[config.mk]
export PLATFORM = sky130hd
export DESIGN_NAME = cnt_reader
export DESIGN_NICKNAME = d
export VERILOG_FILES = /design/src/rtl/timer_pkg.sv /design/src/rtl/cnt_snapshot.sv /design/src/rtl/cnt_reader.sv
export SDC_FILE = /design/constraint.sdc
export NUM_CORES = 1
export LEC_CHECK = 0
export CORE_UTILIZATION = 40
export CTS_BUF_LIST = sky130_fd_sc_hd__clkbuf_8
export DETAILED_ROUTE_END_ITERATION = 12
export HOLD_SLACK_MARGIN = 0.02
export PLACE_DENSITY = 0.91
export SLEW_MARGIN = 10
export SYNTH_ARGS = -nofsm -noshare
export SYNTH_HDL_FRONTEND = slang
export SYNTH_SLANG_ARGS = --single-unit
export TNS_END_PERCENT = 5
[constraint.sdc]
create_clock -name sys_clk -period 4.35 [get_ports sys_clk]
set_input_delay 0.87 -clock sys_clk [delete_from_list [all_inputs] [get_ports sys_clk]]
set_output_delay 0.87 -clock sys_clk [all_outputs]
set_load 0.005 [all_outputs]
[src/rtl/timer_pkg.sv]
// Shared timer definitions: TDR register offsets, read-FSM states and the data word type.
// Used by both the read path (cnt_reader) and the counter write decode.
package timer_pkg;

  localparam logic [11:0] TIM_TDR0_OFS = 12'h004;
  localparam logic [11:0] TIM_TDR1_OFS = 12'h008;

  typedef enum logic [1:0] {
    IDLE = 2'd0,
    CAPT = 2'd1,
    RESP = 2'd2
  } rd_state_e;

  typedef logic [31:0] word_t;

endpackage

[src/rtl/cnt_snapshot.sv]
// High-word shadow for coherent 64-bit counter reads; only built when TIM_RD_SNAPSHOT_EN is defined.
// A TDR0 read loads the shadow, a TDR1 read consumes it, and any counter write invalidates it.
`ifdef TIM_RD_SNAPSHOT_EN
module cnt_snapshot
  import timer_pkg::*;
(
  input  logic  sys_clk,
  input  logic  sys_rst,
  input  logic  cap_lo,
  input  logic  cap_hi,
  input  logic  inval,
  input  word_t cnt_hi,
  output word_t hi_word
);

  word_t shadow;
  logic  snap_vld;

  always_ff @(posedge sys_clk) begin
    if (sys_rst) begin
      shadow   <= '0;
      snap_vld <= 1'b0;
    end else begin
      if (cap_lo) begin
        shadow <= cnt_hi;
      end
      // A counter write makes any pending snapshot stale, even one taken on this same edge.
      if (inval) begin
        snap_vld <= 1'b0;
      end else if (cap_lo) begin
        snap_vld <= 1'b1;
      end else if (cap_hi) begin
        snap_vld <= 1'b0;
      end
    end
  end

  assign hi_word = snap_vld ? shadow : cnt_hi;

endmodule
`endif

[src/rtl/cnt_reader.sv]
// Bus read path for TDR0/TDR1 of the 64-bit timer counter: one wait state, registered response.
// Define TIM_RD_SNAPSHOT_EN to make TDR0-then-TDR1 sequences return a coherent 64-bit value.
module cnt_reader
  import timer_pkg::*;
#(
  parameter int                ADDR_W   = 12,
  parameter logic [ADDR_W-1:0] TDR0_OFS = ADDR_W'(TIM_TDR0_OFS),
  parameter logic [ADDR_W-1:0] TDR1_OFS = ADDR_W'(TIM_TDR1_OFS)
) (
  input  logic              sys_clk,
  input  logic              sys_rst,
  input  logic [63:0]       cnt,
  input  logic              tdr0_wr_sel,
  input  logic              tdr1_wr_sel,
  input  logic              tim_psel,
  input  logic              tim_penable,
  input  logic              tim_pwrite,
  input  logic [ADDR_W-1:0] tim_paddr,
  output logic [31:0]       tim_prdata,
  output logic              tim_pready,
  output logic              tim_pslverr
);

  rd_state_e state;
  rd_state_e state_nxt;
  word_t     prdata_q;
  logic      err_q;
  word_t     hi_word;
  logic      rd_setup;
  logic      rd_accept;
  logic      hit_tdr0;
  logic      hit_tdr1;

  assign rd_setup  = tim_psel & ~tim_penable & ~tim_pwrite;
  assign rd_accept = (state == IDLE) & rd_setup;
  assign hit_tdr0  = (tim_paddr == TDR0_OFS);
  assign hit_tdr1  = (tim_paddr == TDR1_OFS);

`ifdef TIM_RD_SNAPSHOT_EN
  cnt_snapshot u_snapshot (
    .sys_clk (sys_clk),
    .sys_rst (sys_rst),
    .cap_lo  (rd_accept & hit_tdr0),
    .cap_hi  (rd_accept & hit_tdr1),
    .inval   (tdr0_wr_sel | tdr1_wr_sel),
    .cnt_hi  (cnt[63:32]),
    .hi_word (hi_word)
  );
`else
  logic unused_wr_sel;
  assign unused_wr_sel = tdr0_wr_sel ^ tdr1_wr_sel;
  assign hi_word       = cnt[63:32];
`endif

  always_ff @(posedge sys_clk) begin
    if (sys_rst) begin
      state <= IDLE;
    end else begin
      state <= state_nxt;
    end
  end

  always_comb begin
    state_nxt = state;
    case (state)
      IDLE: if (rd_setup) state_nxt = CAPT;
      CAPT: begin
        if (!tim_psel) begin
          state_nxt = IDLE;
        end else if (tim_penable) begin
          state_nxt = RESP;
        end
      end
      RESP:    state_nxt = IDLE;
      default: state_nxt = IDLE;
    endcase
  end

  always_comb begin
    tim_pready  = 1'b0;
    tim_prdata  = '0;
    tim_pslverr = 1'b0;
    if (state == RESP) begin
      tim_pready  = 1'b1;
      tim_prdata  = prdata_q;
      tim_pslverr = err_q;
    end
  end

  // Setup-phase capture: data is cnt as sampled at the end of the setup cycle.
  always_ff @(posedge sys_clk) begin
    if (sys_rst) begin
      prdata_q <= '0;
      err_q    <= 1'b0;
    end else if (rd_accept) begin
      if (hit_tdr0) begin
        prdata_q <= cnt[31:0];
        err_q    <= 1'b0;
      end else if (hit_tdr1) begin
        prdata_q <= hi_word;
        err_q    <= 1'b0;
      end else begin
        prdata_q <= '0;
        err_q    <= 1'b1;
      end
    end else if (state == RESP) begin
      prdata_q <= '0;
      err_q    <= 1'b0;
    end
  end

endmodule

==> results.ini, run 1 <==
[pwr]
power_mw=0.667
p_switching_mw=0.145
seqPwrFrac_pct=48.2
netSwitchingFraction_pct=21.8
ir_worst_vdd_mv=0.175
clockPowerShare_pct=34.3
p_leak_nw=1.04
p_int_mw=0.522
share_comb_of_total_power_pct=17.4
power_density_nw_per_um2=220

[worst_setup_path]
startpoint_type=register
rrSetupSlack_ns=2.27
cp.buffers_inverters=2
startpoint=state[0]
cp.depth=4
cp.required_ns=3.48
critPathSlowestCell=inv_1
worst_r2r_path_depth=3
cp-endpoint=tim_prdata[21]
cp-end-kind=output pin
crit_fanout=34
cp_cell_sequence=nand2b_1 > inv_1 > and2_1 > clkdlybuf4s50_1
reg2reg_to=err_q
critPathMaxStageDelay_ns=0.57
crit_family=buffers and inverters
critical_path_class=reg -> out
crit_arrival_ns=2.10
reg2reg_from=state[0]

[timing]
holdWs_ns=0.462
finalCritPeriodShare_pct=68.3
clock_skew_ns=0.00482
hold_viol=0
setup_viol_count_final=0
max-slew-margin-rel_pct=22.3
worst-slew-pin-transition_ns=1.16
finalSetupTns_ns=0
fmax_mhz=337
setup_ws_ns=1.38
maxSlewViolCount=0
rsz0062_at_grt=false
min_period_ns=2.97

[drt]
wire_per_inst_um=15.2
avgViaCountPerCell=5.75
wirelength_mm=5.48
drt_iter0_drc=164
remaining_drc_errors=0
first_pass_iters=5
vias=2070
postRouteAntennaNets=0

[clock_network]
postCtsHoldBufs=0
clockRootBuffer=clkbuf_8
cts_tree=yes
clock_latency_ns=0.27
ctsHtreeMaxLevel=2
clk_pin_slew_ns=0.06
cts_setup_buffers=0
cts_buffers=5
post_cts_resized=0
cts_buffer_depth=2
cts.sinks=35

[floorplanning]
chipWidth_um=69.5
rows=24
coreArea_sq_um=4350
die-area_sq_um=4820
start_util_pct=41.8
fp.dieH_um=69.5
io_pins=117

[global_routing]
grt_pass1_vias=2009
overflow=0
antenna_found_initial=0
track_usage_pct=23.4
grt_pass1_wl_mm=9.13
grt_max_degree=35

[logic_synthesis]
synth_nets=294
synth-seq-area-share_pct=38.5
synth_top_cell_area_share_pct=38.5
synth_area_leaders=dfxtp_1 38%, a22oi_1 13%, o31ai_1 13%
synthCells=211
ys_types=21
synth_top_cell_by_area=dfxtp_1
ys_seq_elements=35
synth_area_per_cell_sq_um=8.63
syn_area_sq_um=1820
synth-warning-count=0

[final_layout]
layout.area.seq_sq_um=701
fin_nets=391
drive_above_1_share_pct=4.22
area_growth_pct=66.7
n_fill_cell=372
fin_cells=360
multi_input_area_sq_um=1000
num_antenna_cells=0

[placed_design]
numPortBuffers=114
dp_hpwl_mm=3.88
post-place-ws_ns=1.26
gp_congestion=0.677
dp_cells=353

[worst_hold_path]
hp-class=reg -> reg
min-delay-start=err_q

[job]
maxCapViolCount=0

[outcome]
status=completed

-- state kept, by name, summed over array words and instances (netlist names) --
| name | count |
|---|---|
| prdata_q | 32 |
| state | 2 |
| err_q | 1 |
-- cell families (layout without fill, tap and decap cells) --
group | after synthesis | after routing | share of synthesized area (%)
AND/OR/NAND/NOR | 80 | 80 | 27.4
AO/OA/AOI/OAI | 66 | 66 | 27.4
flip-flops | 35 | 35 | 38.5
buffers and inverters | 30 | 127 | 6.67
-- cell usage in the layout, fill, tap and decap left out --
master	n
or4b_1	1
and3_1	2
nor2_1	1
dfxtp_1	35
nand2_1	1
inv_1	2
nand4_1	32
a32o_1	1
nand3_1	1
clkdlybuf4s50_1	114
clkinv_2	1
nor3b_1	2
and2_1	33
nor2b_1	1
buf_4	4
nor2b_2	2
a22oi_1	32
nand2b_1	1
nor4_1	2
o31ai_1	32
clkbuf_8	6
nor3_1	1
o2111ai_1	1
-- power groups by stage --
| stage | sequential (mW) | clock [mW] | combinational [mW] |
|---|---|---|---|
| after floorplan | 0.329 | 0 | 0.0351 |
| after global placement | 0.329 | 0 | 0.114 |
| after detailed placement | 0.329 | 0 | 0.117 |
| after CTS | 0.322 | 0.236 | 0.117 |
| after global routing | 0.322 | 0.250 | 0.126 |
| final | 0.322 | 0.229 | 0.116 |
-- cell usage after synthesis --
library cell,count
dfxtp_1,35
and2_1,33
a22oi_1,32
nand4_1,32
o31ai_1,32
clkbuf_1,16
buf_2,7
buf_1,5
nor2b_1,3
and3_1,2
inv_1,2
nor3b_1,2
nor4_1,2
a32o_1,1
nand2_1,1
nand2b_1,1
nand3_1,1
nor2_1,1
nor3_1,1
o2111ai_1,1
or4b_1,1
-- how the worst min path moves through the flow --
stage | to | slack [ns] | cells past startpoint
2_1_floorplan | err_q | 0.43 | 1
4_1_cts | err_q | 0.46 | 1
6_report | err_q | 0.46 | 1
5_1_grt | prdata_q[5] | 0.49 | 2
3_3_place_gp | err_q | 0.44 | 1
3_5_place_dp | err_q | 0.45 | 1
-- metal layers --
metal,track usage [%],wire [um],up-vias
li1,-,-,1012
met1,27.6,2230,960
met2,42.5,2820,94
met3,6.83,397,4
met4,3.40,21,0
met5,0,0,-
-- layout make-up --
class / count / share of cell area (%)
Timing Repair Buffer: 118 / 38.6
Sequential cell: 35 / 23.1
Inverter: 2 / 0.247
Clock buffer: 6 / 2.72
Multi-Input combinational cell: 146 / 33.1
Tap cell: 52 / 2.14
Clock inverter: 1 / 0.165
-- metrics by stage --
stage               cell area, sq um  utilization [%]
finish                          3040             69.7
global route                    3040             69.7
CTS                             3040             69.7
detailed placement              2950             67.7
global placement                2950             67.7
floorplan                       1820                -
Power figures use the tool's default switching activity.
==> run 2, diff against run 1 <==
- CORE_UTILIZATION: 40 -> 34
- PLACE_DENSITY: 0.91 -> 0.83
- clock period: 4.35 -> 2.6 ns (I/O delays scaled with it)
==> run 2 against run 1 <==
  * Clock power increased by 120%
  * Die area increased by 17%
  * Power increased by 87%
  * Wire length increased by 5.4%
  * Core utilization decreased by 8.3 points
  * Via count decreased by 0.14%
  * Register-to-register slack got worse by 1.1 ns
  * Clock skew decreased by 0.0020 ns
  * Clock-buffer cell count unchanged
==> results.ini, run 2 (synthesized netlist as in run 1, its figures left out) <==
[outcome]
status=completed

[pwr]
ir_worst_vdd_mv=0.294
p_leak_nw=1.10
power_density_nw_per_um2=395

[placed_design]
numPortBuffers=114
post-place-ws_ns=0.484
gp_congestion=0.656
dp_hpwl_mm=4.17

[worst_hold_path]
hold_depth=2
hp-class=reg -> reg
min_to=prdata_q[6]
min-delay-start=prdata_q[6]

[clock_network]
clock_latency_ns=0.29
clk_pin_slew_ns=0.07
post_cts_resized=0
cts.sinks=35
cts_tree=yes
clockRootBuffer=clkbuf_8
postCtsHoldBufs=0
ctsHtreeMaxLevel=2
cts_buffer_depth=2
cts_buffers=5
cts_setup_buffers=0

[timing]
rsz0062_at_grt=false
hold_viol=0
setup_viol_count_final=0
worst-slew-pin-transition_ns=0.522
finalCritPeriodShare_pct=86.7
fmax_mhz=444
maxSlewViolCount=0
setup_ws_ns=0.346
finalSetupTns_ns=0
max-slew-margin-rel_pct=65.2
clock_skew_ns=0.00282
min_period_ns=2.25

[final_layout]
drive_above_1_share_pct=7.23
mostFrequentLayoutCell=clkdlybuf4s50_1
largest_reg_flops=32
n_fill_cell=486
num_antenna_cells=0
final_cell_mix=114 x clkdlybuf4s50_1, 35 x dfxtp_1, 33 x and2_1
fin_nets=400
reg.largest.list=prdata_q (32), state (2), err_q (1)
area_growth_pct=73.3
registers.top_by_ff_count=prdata_q

[drt]
drt_iter0_drc=112
vias=2067
remaining_drc_errors=0
postRouteAntennaNets=0
avgViaCountPerCell=5.33
wirelength_mm=5.77
wire_per_inst_um=14.9
first_pass_iters=4

[global_routing]
overflow=0
antenna_found_initial=0
grt_pass1_vias=1920
grt_pass1_wl_mm=8.74
grt_max_degree=34
track_usage_pct=20.6

[floorplanning]
die-area_sq_um=5650
io_pins=117
chipWidth_um=75.2
start_util_pct=35.4
fp.dieH_um=75.2
coreArea_sq_um=5140
rows=26

[worst_setup_path]
crit_fanout=17
rrSetupSlack_ns=1.13
reg2reg_from=state[0]
startpoint_type=register
critPathSlowestCell=clkdlybuf4s50_1
cp.required_ns=2.08
critical_path_class=reg -> out
cp_cell_sequence=nand2b_1 > inv_1 > buf_4 > and2_1 > clkdlybuf4s50_1
worst_r2r_path_depth=4
crit_arrival_ns=1.73
reg2reg_to=prdata_q[15]
critPathMaxStageDelay_ns=0.52
cp-end-kind=output pin

[job]
maxCapViolCount=0

==> run 2: changes by cell type in the layout (fill, tap and decap cells not counted), sizes merged <==
cell    previous run  this run
buf                4        13
bufinv             0         1
==> run 2: cell type report <==
cell class,instances,area (sq um),share of cell area (%)
repair buffers,127,1240,39.3
clock buffers,6,82.6,2.62
flip-flops and latches,35,701,22.2
well taps,70,87.6,2.78
clock inverters,2,35.0,1.11
multi-input cells,146,1000,31.8
inverters,2,7.51,0.238
==> run 2: stage by stage <==
stage	hold slack, ns	util [%]	instance area [sq um]	power [mW]	std cells
2_1_floorplan	0.434	-	1820	0.609	211
3_3_place_gp	0.442	59.1	3040	0.748	380
3_5_place_dp	0.462	59.1	3040	0.751	380
4_1_cts	0.472	61.4	3160	1.26	388
5_1_grt	0.491	61.4	3160	1.30	388
6_report	0.467	61.4	3160	1.25	388
==> run 2: where the power goes <==
| part | total, mW | internal, mW | switching, mW |
|---|---|---|---|
| clock | 0.507 | 0.310 | 0.197 |
| combinational | 0.201 | 0.132 | 0.0681 |
| sequential | 0.538 | 0.537 | 0.000909 |
==> run 2: critical path, delay by kind of cell (launching register included) <==
family	cells	cell delay (ns)
buffers and inverters	3	0.78
DFF	1	0.34
and+or+nand+nor	2	0.32
==> run 2: worst max path at each step <==
stage                start              to  slack [ns]  depth (start not counted)
6_report          state[0]  tim_prdata[20]        0.35                          5
5_1_grt           state[0]  tim_prdata[27]        0.22                          5
4_1_cts           state[0]  tim_prdata[20]        0.32                          5
3_5_place_dp      tim_psel    prdata_q[15]        0.48                          5
3_3_place_gp   tim_penable     prdata_q[5]        0.53                          5
2_1_floorplan     state[0]  tim_prdata[25]        0.98                          5
==> run 2: layer usage <==
| layer | GRT usage (%) | vias up | routed length (um) |
|---|---|---|---|
| met2 | 38.7 | 72 | 3060 |
| met3 | 5.49 | 8 | 383 |
| met1 | 22.9 | 959 | 2250 |
| met5 | 0 | - | 0 |
| met4 | 5.56 | 0 | 74 |
| li1 | - | 1028 | - |
==> RTL edit 1: new RTL, flow settings as in run 1 <==
Register the output `tim_pslverr`, cleared by the reset; this adds one clock of latency there. The other outputs are not delayed to match.
--- a/src/rtl/cnt_reader.sv
+++ b/src/rtl/cnt_reader.sv
@@ -22,2 +22,4 @@
 );
+
+  logic tim_pslverr_d;
 
@@ -81,3 +83,3 @@
     tim_prdata  = '0;
-    tim_pslverr = 1'b0;
+    tim_pslverr_d = 1'b0;
     if (state == RESP) begin
@@ -85,3 +87,3 @@
       tim_prdata  = prdata_q;
-      tim_pslverr = err_q;
+      tim_pslverr_d = err_q;
     end
@@ -111,2 +113,10 @@
 
+  always_ff @(posedge sys_clk) begin
+    if (sys_rst) begin
+      tim_pslverr <= '0;
+    end else begin
+      tim_pslverr <= tim_pslverr_d;
+    end
+  end
+
 endmodule
Behaviour: not the same (Yosys sat finds a counterexample within 4 cycles, from zero or initial values and one cycle with sys_rst high).
==> RTL edit 1 against run 1 <==
Sequential power rose by 3%. Area after synthesis grew 8.4%. Routed wire length grew 3.1%. Setup slack worse by 290 ps. Die area up 8.1%. Via count grew 0.68%. Cell area increased by 4.9%. Non-clock buffer count stayed put. Sequential cell count grew 1. Total power rose by 3.0%.
==> RTL edit 1: results (changes against run 1) <==
Pleak 0.00109 uW (+4.3%); gpl congestion 0.687 (+1.4%); Placed Cells 371 (+5.1%); syn nets 297 (+1.0%); largest cells by area after synthesis dfxtp_1, a22oi_1, and2_1; met2 GRT Util 40.2% (-2.3 points); dpl ws 1370 ps (+116 ps); clock skew 2.30 ps (-2.52 ps); status finished clean; routed wire length 5.65 mm (+3.1%); Total Routing Usage GR 21.9% (-1.5 points); Int Pwr 532 uW (+2.0%); met2 routed WL 2.88 mm (+2.1%); vias per cell 5.50 (-4.4%); final std cells w/o fill 379 (+5.3%); synthesized instance count 214 (+1.4%); Seq/Total Area, Yosys 36.5% (-2.0 points); first-pass GRT wire length 8.97 mm (-1.7%); largest net degree at the start of global routing 35 (unchanged); VDD IR max 0.182 mV (+3.7%); number of global-route vias before repair 2012 (+0.15%); most common library cells after synthesis dfxtp_1, and2_1, a22oi_1, nand4_1, o31ai_1; layout cells sized above 1 9.62% (+5.4 points); met3 Use GR 4.86% (-2.0 points); max_slew headroom 27.6% (+5.4 points); detailed placement HPWL 3.80 mm (-1.9%); first-pass iteration count of the detailed router 7 (+2); Met1 Wirelength 2.23 mm (-0.18%); met1 global-route usage 24.2% (-3.4 points); initial drt markers 187 (+14%); Synth cell types 29 (+38%); top flop regs prdata_q: 32 flops, state: 2 flops; crit path DAT 2390 ps (+290 ps)
-- RTL edit 1: changes by cell type in the layout (fill, tap and decap cells not counted), sizes merged --
cell,before,now
and2b,0,1
dfxtp,35,36
inv,2,3
nor2b,3,2
nor3b,2,3
o21bai,0,1
-- RTL edit 1: final timing paths --
path	depth (start not counted)	end	start	slack, ps
worst max-delay path	5	tim_prdata[26]	state[0]	1090
worst min-delay path	2	prdata_q[26]	prdata_q[26]	470
worst max register to register	3	prdata_q[23]	state[0]	2430
worst min register to register	2	prdata_q[26]	prdata_q[26]	470
-- RTL edit 1: power by group through the flow --
| stage | Sequential, uW | Clock, uW | Combinational, uW |
|---|---|---|---|
| 6_report | 331 | 236 | 121 |
| 5_1_grt | 331 | 259 | 130 |
| 4_1_cts | 331 | 243 | 121 |
| 3_5_place_dp | 338 | 0 | 121 |
| 3_3_place_gp | 338 | 0 | 118 |
| 2_1_floorplan | 338 | 0 | 39.5 |
-- RTL edit 1: cells by family after synthesis --
| kind of cell | synth area share [%] |
|---|---|
| buf+inv | 7.67 |
| flops | 36.5 |
| compound gates | 29.5 |
| simple gates | 26.3 |
-- RTL edit 1: critical path, cell delays in order (launching register included) --
cell	delay (ps)
dfxtp_1	340
nand2b_1	140
buf_4	240
inv_1	630
and2_1	240
clkdlybuf4s50_1	510
-- RTL edit 1: area by class of cell --
| cell class | instances | area (um^2) |
|---|---|---|
| Clock buffer | 6 | 82.6 |
| Tap cell | 67 | 83.8 |
| Multi-Input combinational cell | 148 | 1110 |
| Inverter | 2 | 7.51 |
| Sequential cell | 36 | 721 |
| Timing Repair Buffer | 118 | 1170 |
| Fill cell | 397 | 1540 |
| Clock inverter | 2 | 7.51 |
==> RTL edit 2: new RTL, settings of run 1 <==
Made on the original files. The option `TIM_RD_SNAPSHOT_EN` is turned on by a define.
--- a/src/rtl/cnt_snapshot.sv
+++ b/src/rtl/cnt_snapshot.sv
@@ -2,2 +2,4 @@
 // A TDR0 read loads the shadow, a TDR1 read consumes it, and any counter write invalidates it.
+`define TIM_RD_SNAPSHOT_EN
+
 `ifdef TIM_RD_SNAPSHOT_EN
Formal check against the unedited RTL: not equivalent (Yosys sat finds a counterexample within 10 cycles, from zero or initial values and one cycle with sys_rst high).
==> RTL edit 2 against run 1 <==
Sequential power rose by 94%. Area after synthesis rose by 96%. Routed wire length grew 76%. Sequential cell count is 33 higher. Synthesized cell count grew 86%. Total power grew 100%. Cell area grew 63%. Clock skew grew 11 ps. Combinational power increased by 24%. Hold slack improved by 2.4 ps. Setup slack got worse by 270 ps. Core utilization fell by 13 points. Maximum frequency is 8.5% lower. Critical path depth stayed put.
==> RTL edit 2: results (changes against run 1) <==
total power 1350 uW (+100%); CP max-delay cell nor2b_2; top flop regs prdata_q: 32 flops, u_snapshot.shadow: 32 flops, state: 2 flops; Synth cell types 27 (+29%); layout cells sized above 1 13.2% (+9.0 points); H-tree depth 3 (+1); first-pass iteration count of the detailed router 4 (-1); detailed placement HPWL 6.65 mm (+71%); vias per cell 5.48 (-4.7%); worst hold slack 464 ps (+2.36 ps); initial drt markers 157 (-4.3%); via count 3287 (+59%); slowest stage delay, CP 620 ps (+50 ps); Total Routing Usage GR 21.4% (-2.0 points); Seq pwr share 46.3% (-1.9 points); Seq/Total Area, Yosys 38.2% (-0.25 points); Crit Path Max Fanout 21 (-38%); clock skew 15.4 ps (+10.6 ps); first-pass GRT wire length 15.1 mm (+65%); status finished clean; gpl congestion 0.859 (+27%); Placed Cells 584 (+65%); VDD IR max 0.166 mV (-5.0%); routed wire length 9.62 mm (+76%); Pleak 0.00172 uW (+65%); Met1 Wirelength 3.98 mm (+78%); crit path DAT 2380 ps (+280 ps); syn nets 475 (+62%); worst skew pair latency 340 ps (+70 ps); most common library cells after synthesis dfxtp_1, a21oi_1, inv_1, nand2_1; Buffers on Ports 116 (+1.8%); hold_sp prdata_q[31]; met2 routed WL 4.83 mm (+71%); max_slew headroom 30.8% (+8.6 points); sw frac 23.7% (+1.9 points); syn avg cell area 9.08 um^2 (+5.2%); DR WL met3 615 um (+55%); R2R Setup Slk 1940 ps (-330 ps); Clock power frac 43.0% (+8.7 points)
==> RTL edit 2: cell types whose count changed after synthesis, moves of 15 or more <==
cell / change
mux2i_1: +33
inv_1: +32
a22oi_1: -32
a21oi_1: +34
o221ai_2: +30
clkbuf_1: +15
o31ai_1: -32
dfxtp_1: +33
nand2_1: +33
o21ai_0: +33
==> RTL edit 2: final timing paths <==
kind / to / cells past startpoint
worst min-delay path: prdata_q[31] / 2
worst max register to register: prdata_q[25] / 5
worst min register to register: prdata_q[31] / 2
worst max-delay path: tim_prdata[18] / 4
==> RTL edit 2: metrics by stage <==
step	setup WS [ps]	instance area [um^2]	util, %
finish	1100	4960	57.2
global route	946	4960	57.2
CTS	1040	4960	57.2
detailed placement	906	4740	54.6
global placement	988	4740	54.6
floorplan	2140	3560	-
==> RTL edit 2: final cells by class <==
type	count	area, um^2	area share [%]
Clock buffer	9	124	2.50
Sequential cell	68	1360	27.5
Multi-Input combinational cell	251	1900	38.4
Inverter	34	128	2.57
Timing Repair Buffer	123	1210	24.4
Tap cell	108	135	2.72
Clock inverter	7	98.8	1.99
==> RTL edit 2: worst min-delay path: cells and delay by family, from the launching register on <==
kind / cells / cell delay (ps)
and+or+nand+nor: 1 / 50
AOI/OAI and AO/OA: 1 / 50
DFF: 1 / 330
==> RTL edit 2: logic make-up (layout without fill, tap and decap cells) <==
family          after synthesis  after routing  synth area share (%)
compound gates              102            102                  23.3
simple gates                116            116                  20.2
buf+inv                      73            173                  9.00
flops                        68             68                  38.2
mux                          33             33                  9.28
==> RTL edit 2: per-layer routing <==
layer	GRT usage (%)	vias up
li1	-	1593
met1	25.7	1552
met5	0	-
met2	37.4	125
met3	3.55	17
met4	8.95	0
